==> src/rtl/store_pkg.sv <==
// store_pkg
// Shared definitions for the data-memory store sequencer:
//   - tam size codes as issued by the multicycle control unit
//   - the sequencer state enumeration
//   - byte-lane constants and the base lane mask for each store size
package store_pkg;

   localparam int DW    = 64;
   localparam int BYTES = DW / 8;

   localparam logic [1:0] TAM_SD = 2'b00;
   localparam logic [1:0] TAM_SW = 2'b01;
   localparam logic [1:0] TAM_SH = 2'b10;
   localparam logic [1:0] TAM_SB = 2'b11;

   typedef enum logic [2:0] {
      ST_IDLE,
      ST_READ,
      ST_WRITE,
      ST_DONE,
      ST_FAULT
   } store_state_t;

   // Lanes covered by a store of the given size when it sits at byte offset 0.
   // Shifting this mask left by the byte offset gives the lanes to replace.
   function automatic logic [BYTES-1:0] lane_mask(input logic [1:0] tam);
      logic [BYTES-1:0] m;
      case (tam)
         TAM_SD:  m = 8'hFF;
         TAM_SW:  m = 8'h0F;
         TAM_SH:  m = 8'h03;
         default: m = 8'h01;
      endcase
      return m;
   endfunction

endpackage

==> src/rtl/store_merge.sv <==
// store_merge
// Combinational byte-lane merge for partial stores into a 64-bit doubleword.
// Ports:
//   rd      in  64  current doubleword contents (read-back data)
//   wd      in  64  store data, right-justified
//   tam     in  2   store size code (sd/sw/sh/sb)
//   offset  in  3   byte offset of the store inside the doubleword
//   merged  out 64  rd with the addressed lanes replaced by wd (little-endian)
//   aligned out 1   high when offset is naturally aligned for the size
module store_merge
   import store_pkg::*;
(
   input  logic [DW-1:0] rd,
   input  logic [DW-1:0] wd,
   input  logic [1:0]    tam,
   input  logic [2:0]    offset,
   output logic [DW-1:0] merged,
   output logic          aligned
);

   logic [BYTES-1:0] lanes;
   logic [DW-1:0]    wd_shift;

   // Move the store data up to its byte offset and pick the lanes it covers.
   // Data bits above the store size end up in unselected lanes (or shift out),
   // so they are discarded by the lane mask without any explicit truncation.
   always_comb begin
      lanes    = lane_mask(tam) << offset;
      wd_shift = wd << {offset, 3'b000};
      merged   = rd;
      for (int i = 0; i < BYTES; i++) begin
         if (lanes[i]) begin
            merged[8*i +: 8] = wd_shift[8*i +: 8];
         end
      end
   end

   // Natural alignment: the low address bits covered by the size must be zero.
   always_comb begin
      case (tam)
         TAM_SD:  aligned = (offset == 3'b000);
         TAM_SW:  aligned = (offset[1:0] == 2'b00);
         TAM_SH:  aligned = (offset[0] == 1'b0);
         default: aligned = 1'b1;
      endcase
   end

endmodule

==> src/rtl/store_unit.sv <==
// store_unit
// Data-memory write sequencer. Full doubleword stores are written directly;
// word/half/byte stores read the enclosing doubleword, merge the new lanes and
// write it back, so the memory only ever sees whole-doubleword writes.
// Ports:
//   clk        in  1       clock, rising edge
//   reset_n    in  1       synchronous active-low reset
//   start      in  1       store request, only honoured in IDLE
//   tam        in  2       size: 00 sd, 01 sw, 10 sh, 11 sb
//   addr       in  ADDR_W  byte address
//   wdata      in  DATA_W  right-justified store data
//   mem_addr   out ADDR_W  doubleword-aligned memory address
//   mem_rdata  in  DATA_W  read data, valid MEM_RD_LAT cycles after mem_addr
//   mem_wdata  out DATA_W  merged write data
//   mem_we     out 1       one-cycle write strobe
//   busy       out 1       high whenever not IDLE
//   done       out 1       one-cycle completion pulse
//   misalign   out 1       one-cycle pulse, unaligned request rejected
module store_unit
   import store_pkg::*;
#(
   parameter int DATA_W     = 64,
   parameter int ADDR_W     = 64,
   parameter int MEM_RD_LAT = 1
) (
   input  logic              clk,
   input  logic              reset_n,
   input  logic              start,
   input  logic [1:0]        tam,
   input  logic [ADDR_W-1:0] addr,
   input  logic [DATA_W-1:0] wdata,
   output logic [ADDR_W-1:0] mem_addr,
   input  logic [DATA_W-1:0] mem_rdata,
   output logic [DATA_W-1:0] mem_wdata,
   output logic              mem_we,
   output logic              busy,
   output logic              done,
   output logic              misalign
);

   localparam int CNT_W = (MEM_RD_LAT > 1) ? $clog2(MEM_RD_LAT) : 1;

   store_state_t      state;
   logic [1:0]        tam_q;
   logic [ADDR_W-1:0] addr_q;
   logic [DATA_W-1:0] wdata_q;
   logic [CNT_W-1:0]  cnt;

   logic [1:0]        sel_tam;
   logic [2:0]        sel_off;
   logic [DATA_W-1:0] sel_wd;
   logic [DATA_W-1:0] merged;
   logic              aligned;

   // The memory address is a pure function of the latched address, so it
   // holds from the accepting edge onwards and only clears on reset.
   assign mem_addr = {addr_q[ADDR_W-1:3], 3'b000};

   // The single merge unit serves two purposes: in IDLE it judges alignment
   // (and builds the sd write word) from the live request, afterwards it works
   // on the latched operands so later input changes have no effect.
   always_comb begin
      sel_tam = tam_q;
      sel_off = addr_q[2:0];
      sel_wd  = wdata_q;
      if (state == ST_IDLE) begin
         sel_tam = tam;
         sel_off = addr[2:0];
         sel_wd  = wdata;
      end
   end

   // The merge always sees mem_rdata as the base doubleword. It only matters
   // on the READ->WRITE edge, where read data is captured straight into the
   // registered write word; for sd every lane is replaced so rd is irrelevant.
   store_merge u_merge (
      .rd      (mem_rdata),
      .wd      (sel_wd),
      .tam     (sel_tam),
      .offset  (sel_off),
      .merged  (merged),
      .aligned (aligned)
   );

   // Sequencer FSM with registered outputs. Strobes (mem_we, done, misalign)
   // default low each cycle and are raised only on the edge entering the state
   // they belong to, which makes each of them exactly one cycle wide.
   always_ff @(posedge clk) begin
      if (!reset_n) begin
         state     <= ST_IDLE;
         tam_q     <= '0;
         addr_q    <= '0;
         wdata_q   <= '0;
         cnt       <= '0;
         mem_wdata <= '0;
         mem_we    <= 1'b0;
         busy      <= 1'b0;
         done      <= 1'b0;
         misalign  <= 1'b0;
      end else begin
         mem_we   <= 1'b0;
         done     <= 1'b0;
         misalign <= 1'b0;
         case (state)
            ST_IDLE: begin
               if (start) begin
                  tam_q   <= tam;
                  addr_q  <= addr;
                  wdata_q <= wdata;
                  busy    <= 1'b1;
                  if (!aligned) begin
                     state    <= ST_FAULT;
                     misalign <= 1'b1;
                  end else if (tam == TAM_SD) begin
                     state     <= ST_WRITE;
                     mem_we    <= 1'b1;
                     mem_wdata <= merged;
                  end else begin
                     state <= ST_READ;
                     cnt   <= CNT_W'(MEM_RD_LAT - 1);
                  end
               end
            end
            ST_READ: begin
               if (cnt == '0) begin
                  state     <= ST_WRITE;
                  mem_we    <= 1'b1;
                  mem_wdata <= merged;
               end else begin
                  cnt <= cnt - 1'b1;
               end
            end
            ST_WRITE: begin
               state <= ST_DONE;
               done  <= 1'b1;
            end
            ST_DONE: begin
               state <= ST_IDLE;
               busy  <= 1'b0;
            end
            ST_FAULT: begin
               state <= ST_IDLE;
               busy  <= 1'b0;
            end
            default: begin
               state <= ST_IDLE;
               busy  <= 1'b0;
            end
         endcase
      end
   end

endmodule

==> config.mk <==
export PLATFORM = sky130hd
export DESIGN_NAME = store_unit
export DESIGN_NICKNAME = d
export VERILOG_FILES = /design/src/rtl/store_pkg.sv /design/src/rtl/store_merge.sv /design/src/rtl/store_unit.sv
export SDC_FILE = /design/constraint.sdc
export NUM_CORES = 1
export LEC_CHECK = 0
export BUFFER_PORTS_ARGS = -buffer_cell sky130_fd_sc_hd__buf_2
export CAP_MARGIN = 15
export CORE_UTILIZATION = 48
export DETAILED_ROUTE_END_ITERATION = 8
export PLACE_DENSITY_LB_ADDON = 0.2
export SYNTH_ARGS = -nofsm -noshare
export SYNTH_HDL_FRONTEND = slang
export SYNTH_HIERARCHICAL = 1
export SYNTH_SLANG_ARGS = --single-unit
export TNS_END_PERCENT = 1
==> constraint.sdc <==
create_clock -name clk -period 3.2 [get_ports clk]
set_input_delay 0.48 -clock clk [delete_from_list [all_inputs] [get_ports clk]]
set_output_delay 0.48 -clock clk [all_outputs]
set_load 0.02 [all_outputs]
==> impl_metrics.py, run 1 <==
metrics = {
    "run_status": {
        "status": "completed",
    },
    "layout": {
        "fill_cells": 2085,
        "seq_area_sq_um": 4020,
        "area_growth_pct": 19.9,
        "nets": 1748,
        "final_cell_mix": "420 x nand2_1, 324 x buf_2, 201 x dfxtp_1",
        "multi_input_area_sq_um": 6290,
        "final_layout_size_suffix_gt1_share_pct": 35.4,
        "final_common_cell": "nand2_1",
        "final_core_util_pct": 59.2,
    },
    "critical_path": {
        "crit_type": "reg -> reg",
        "arrival_ns": 3.45,
        "worstPathMaxFanout": 23,
        "cp-start-kind": "flop",
        "required_ns": 3.60,
        "cp-end-kind": "flop",
    },
    "synth": {
        "syn_area_sq_um": 11300,
        "synthDistinctLibCells": 57,
        "ys_ff_latch": 201,
        "synthArstFlopShare_pct": 0,
        "yosysWarnings": 6,
        "synth_edf_count": 0,
        "syn_avg_cell_area_sq_um": 8.55,
        "synth_flop_cell": "dfxtp_1",
        "seq_area_frac_synth_pct": 35.7,
        "synth_cells": 1319,
    },
    "sta": {
        "setup_violations": 0,
        "drv_slew": 0,
        "fin_tns_setup_ns": 0,
        "whs_ns": 0.206,
        "finalCriticalPeriod_ns": 3.05,
        "clock_skew_ns": 0.0168,
        "max_freq_ghz": 0.328,
        "relSlewSlack_pct": 43.3,
        "min_period_over_period_pct": 95.3,
        "rsz0062_at_grt": "false",
        "hold_viol_final": 0,
        "worstMarginPinSlew_ns": 0.851,
    },
    "clock_network": {
        "htree_levels": 1,
        "insertion_delay_ns": 0.52,
        "cts_tree": "done",
        "path_clk_slew_ns": 0.06,
        "cts_sinks": 201,
        "cts_root_buf": "clkbuf_16",
        "post_cts_buffers": 0,
        "cts_made_buffers": 23,
        "clk_path_buf_depth": 3,
    },
    "global_routing": {
        "antenna_found_initial": 4,
        "grt.total_usage_pct": 27.3,
        "grt_max_degree": 132,
        "grt_pass1_vias": 9418,
        "overflow": 0,
        "grt_pass1_wl_mm": 51.9,
    },
    "placed_design": {
        "place.port_buffers": 325,
        "gp_congestion": 0.958,
        "hpwl_mm": 24.9,
    },
    "hold_path": {
        "worstHoldPathType": "in -> reg",
    },
    "power": {
        "leakage_nw": 6.36,
        "ir_worst_vdd_mv": 0.535,
        "p_per_area_nw_per_um2": 1160,
    },
    "routing": {
        "ant_nets": 0,
        "drc": 0,
        "wl_per_cell_um": 18.2,
        "wirelength_mm": 34.3,
        "viasPerCell": 5.30,
        "drt_pass1_iterations": 7,
        "via_count": 9973,
        "drtIter0Drc": 930,
    },
    "die": {
        "core_sq_um": 22800,
        "io_pins": 329,
        "rows": 55,
        "die_y_um": 155,
        "dieArea_sq_um": 24100,
        "initial_core_util_pct": 49.4,
        "die_w_um": 155,
    },
    "flow_run": {
        "drv_cap": 0,
    },
}
[metrics by stage]
stage	power, mW	std cells	instance area (sq um)	setup slack [ns]
finish	15.7	1881	13500	0.149
global route	16.5	1881	13500	0.0310
CTS	15.6	1879	13500	0.142
detailed placement	13.0	1839	12800	0.147
global placement	12.9	1839	12800	0.209
floorplan	10.4	1321	11300	0.226
[state kept, by name, indices dropped and copies added, names as in the netlist]
| name | flops |
|---|---|
| addr_q | 64 |
| mem_wdata | 64 |
| wdata_q | 64 |
| state | 3 |
| tam_q | 2 |
| busy | 1 |
| done | 1 |
| mem_we | 1 |
| misalign | 1 |
[report_power, final]
group | internal (mW) | leakage [nW] | switching [mW]
clock | 1.52 | 0.358 | 1.06
combinational | 4.00 | 4.35 | 5.58
sequential | 3.18 | 1.64 | 0.355
[routing by layer]
| layer | vias to the layer above | global-route usage, % | share of wire (%) |
|---|---|---|---|
| li1 | 4899 | - | - |
| met1 | 4661 | 35.4 | 43 |
| met2 | 357 | 47.2 | 48 |
| met3 | 52 | 4.15 | 6.4 |
| met4 | 4 | 7.52 | 2.2 |
| met5 | - | 0 | 0.047 |
[Yosys cell counts, types with 3 or more instances]
cell type	instances	area, sq um
a211oi_1	7	52.6
a21boi_0	114	856
a21boi_1	16	120
a21oi_1	12	60.1
a221o_1	7	70.1
a222oi_1	8	80.1
a22o_1	7	61.3
a22oi_1	7	52.6
a32o_1	8	80.1
buf_2	46	230
buf_4	69	518
buf_6	3	33.8
clkbuf_1	47	176
dfxtp_1	201	4020
inv_1	3	11.3
mux2_2	129	1450
mux2i_1	113	1130
nand2_1	420	1580
nand2b_1	3	18.8
nor2_1	22	82.6
nor2b_1	4	25.0
nor3b_1	5	37.5
nor4_1	6	37.5
o21ai_0	18	90.1
o31ai_1	8	60.1
[path summary, 6_finish.rpt]
kind / from / endpoint / slack (ns) / depth (start not counted)
setup / recovery: state[2] / mem_wdata[51] / 0.15 / 9
hold / removal: addr[19] / addr_q[19] / 0.21 / 3
setup reg to reg: state[2] / mem_wdata[51] / 0.15 / 9
hold reg to reg: wdata_q[61] / wdata_q[61] / 0.45 / 2
[critical path, cell delays in order (launching register included)]
cell      delay [ns]
dfxtp_1         0.42
nor3_4          0.37
mux2_4          0.44
buf_4           0.28
mux2_2          0.37
a22oi_1         0.42
a222oi_1        0.21
mux2_2          0.30
nand2_1         0.06
mux2i_1         0.07
[layout make-up]
class	count	area share, %
inverter	4	0.111
antenna	2	0.0370
timing repair buffer	373	15.3
sequential	201	29.8
clock buffer	34	4.93
tap	313	2.90
clock inverter	6	0.481
multi-input combinational	948	46.5
[kinds of logic after synthesis]
kind of cell,synth area share (%)
compound gates,15.4
flops,35.7
mux,23.1
xor+xnor,0.0777
buf+inv,8.93
simple gates,16.7
other cells,0.0332
[repair_timing]
action | in CTS | in global routing
resized for setup | 0 | 1
hold buffers | 0 | 0
hold endpoints to repair | 0 | 0
setup endpoints to repair | 0 | 14
Note: power is estimated with default switching activity, not from simulation.
==> run 2, diff against run 1 <==
--- a/config.mk
+++ b/config.mk
@@ -5,7 +5,7 @@
 export SDC_FILE = /design/constraint.sdc
 export NUM_CORES = 1
 export LEC_CHECK = 0
-export BUFFER_PORTS_ARGS = -buffer_cell sky130_fd_sc_hd__buf_2
+export BUFFER_PORTS_ARGS = -buffer_cell sky130_fd_sc_hd__buf_4
 export CAP_MARGIN = 15
 export CORE_UTILIZATION = 48
 export DETAILED_ROUTE_END_ITERATION = 8
==> run 2 against run 1 <==
Net effect: routed wire length grew 1.2%; register-to-register slack lost 0.03 ns; final area grew 6.4%; critical endpoint is now mem_wdata[50]; largest cell class unchanged.
==> impl_metrics.py, run 2 (synthesis results as in run 1) <==
metrics = {
    "sta": {
        "relSlewSlack_pct": 55.6,
        "whs_ns": 0.217,
        "fin_tns_setup_ns": 0,
        "drv_slew": 0,
        "min_period_over_period_pct": 96.2,
        "rsz0062_at_grt": "false",
        "finalCriticalPeriod_ns": 3.08,
        "setup_violations": 0,
        "max_freq_ghz": 0.325,
        "hold_viol_final": 0,
        "clock_skew_ns": 0.0123,
        "worstMarginPinSlew_ns": 0.666,
    },
    "die": {
        "io_pins": 329,
        "die_y_um": 155,
        "die_w_um": 155,
        "dieArea_sq_um": 24100,
        "initial_core_util_pct": 49.4,
        "core_sq_um": 22800,
        "rows": 55,
    },
    "layout": {
        "antenna_cells": 0,
        "final_cell_mix": "420 x nand2_1, 363 x buf_4, 201 x dfxtp_1",
        "final_layout_size_suffix_gt1_share_pct": 35.3,
        "area_growth_pct": 27.5,
        "reg_top3": "addr_q (64), mem_wdata (64), wdata_q (64)",
        "final_common_cell": "nand2_1",
        "nets": 1748,
    },
    "power": {
        "p_per_area_nw_per_um2": 1120,
        "leakage_nw": 6.55,
        "ir_worst_vdd_mv": 0.637,
    },
    "routing": {
        "drc": 0,
        "wirelength_mm": 34.7,
        "viasPerCell": 5.31,
        "wl_per_cell_um": 18.5,
        "drtIter0Drc": 733,
        "via_count": 9972,
        "drt_pass1_iterations": 6,
        "ant_nets": 0,
    },
    "clock_network": {
        "clk_path_buf_depth": 3,
        "cts_root_buf": "clkbuf_16",
        "htree_levels": 1,
        "insertion_delay_ns": 0.52,
        "hold_buffers": 0,
        "cts_made_buffers": 23,
        "cts_sinks": 201,
        "cts_tree": "done",
        "path_clk_slew_ns": 0.06,
    },
    "global_routing": {
        "grt.total_usage_pct": 27.7,
        "grt_pass1_wl_mm": 52.1,
        "grt_max_degree": 95,
        "antenna_found_initial": 0,
        "grt_pass1_vias": 9530,
        "overflow": 0,
    },
    "flow_run": {
        "drv_cap": 0,
    },
    "critical_path": {
        "arrival_ns": 3.48,
        "crit_family": "multiplexers",
        "crit_chain": "nor3_4, buf_12, mux2_4, buf_4, mux2_2, a22oi_1, a222oi_1, mux2_2, nand2_1, mux2i_1",
        "crit_type": "reg -> reg",
        "crit_slowest_cell": "dfxtp_1",
        "required_ns": 3.60,
        "crit_top_cell": "mux2_2",
        "cp_slowest_stage_delay_ns": 0.42,
        "worstPathMaxFanout": 25,
        "cp-end-kind": "flop",
        "cp-start-kind": "flop",
        "critPathBufInv": 2,
    },
    "run_status": {
        "status": "completed",
    },
    "placed_design": {
        "place.port_buffers": 325,
        "hpwl_mm": 25.5,
        "gp_congestion": 0.917,
    },
    "hold_path": {
        "worstHoldPathType": "in -> reg",
    },
}
## run 2: cell count changes in the layout (fill, tap and decap cells not counted), sizes merged
cell	change
clkbuf	+1
bufinv	+1
clkinvlp	-1
diode	-2
inv	-2
## run 2: cell type report
| class | instances | area, sq um |
|---|---|---|
| fillers | 2062 | 8460 |
| multi-input cells | 948 | 6290 |
| flip-flops and latches | 201 | 4020 |
| repair buffers | 373 | 2920 |
| clock buffers | 35 | 671 |
| well taps | 313 | 392 |
| clock inverters | 4 | 73.8 |
| inverters | 4 | 16.3 |
## run 2: worst reg2reg max path: stages, from the launching register on
cell and delay (ns):
dfxtp_1 0.42, nor3_4 0.27, buf_12 0.22, mux2_4 0.40, buf_4 0.26, mux2_2 0.36, a22oi_1 0.36, a222oi_1 0.25
mux2_2 0.30, nand2_1 0.06, mux2i_1 0.07
## run 2: layer usage
metal | share of wire (%) | vias up | global-route usage (%)
met1 | 42 | 4682 | 34.0
li1 | - | 4899 | -
met5 | 0 | - | 0
met4 | 2.8 | 0 | 9.20
met2 | 49 | 323 | 48.6
met3 | 6.0 | 68 | 4.99
## run 2: power by group
| group | total, mW | leakage, nW | internal [mW] | switching [mW] |
|---|---|---|---|---|
| combinational | 9.97 | 4.55 | 4.38 | 5.59 |
| clock | 2.63 | 0.364 | 1.60 | 1.04 |
| sequential | 3.57 | 1.64 | 3.18 | 0.387 |
| total | 16.2 | 6.55 | 9.15 | 7.02 |
## run 2: repair_timing
| action | 4_1_cts | 5_1_grt |
|---|---|---|
| resized for setup | 0 | 3 |
| setup endpoints to repair | 0 | 4 |
| setup buffers | 0 | 0 |
## run 2: per-stage QoR
stage          instance area [sq um]  utilization, %  std cells  setup WS [ns]  power (mW)
2_1_floorplan                  11300               -       1321          0.226        10.4
3_3_place_gp                   13600            59.7       1839         0.0508        13.3
3_5_place_dp                   13600            59.7       1839         0.0719        13.4
4_1_cts                        14400            62.9       1878         0.0314        16.1
5_1_grt                        14400            63.0       1878       0.000941        17.0
6_report                       14400            63.0       1878          0.123        16.2
## run 2: worst paths after layout
check                    from       endpoint  slack (ns)  cells after the start
hold reg to reg   wdata_q[44]    wdata_q[44]        0.45                      2
setup reg to reg     state[0]  mem_wdata[50]        0.12                     10
hold / removal      wdata[44]    wdata_q[44]        0.22                      3
setup / recovery     state[0]  mem_wdata[50]        0.12                     10
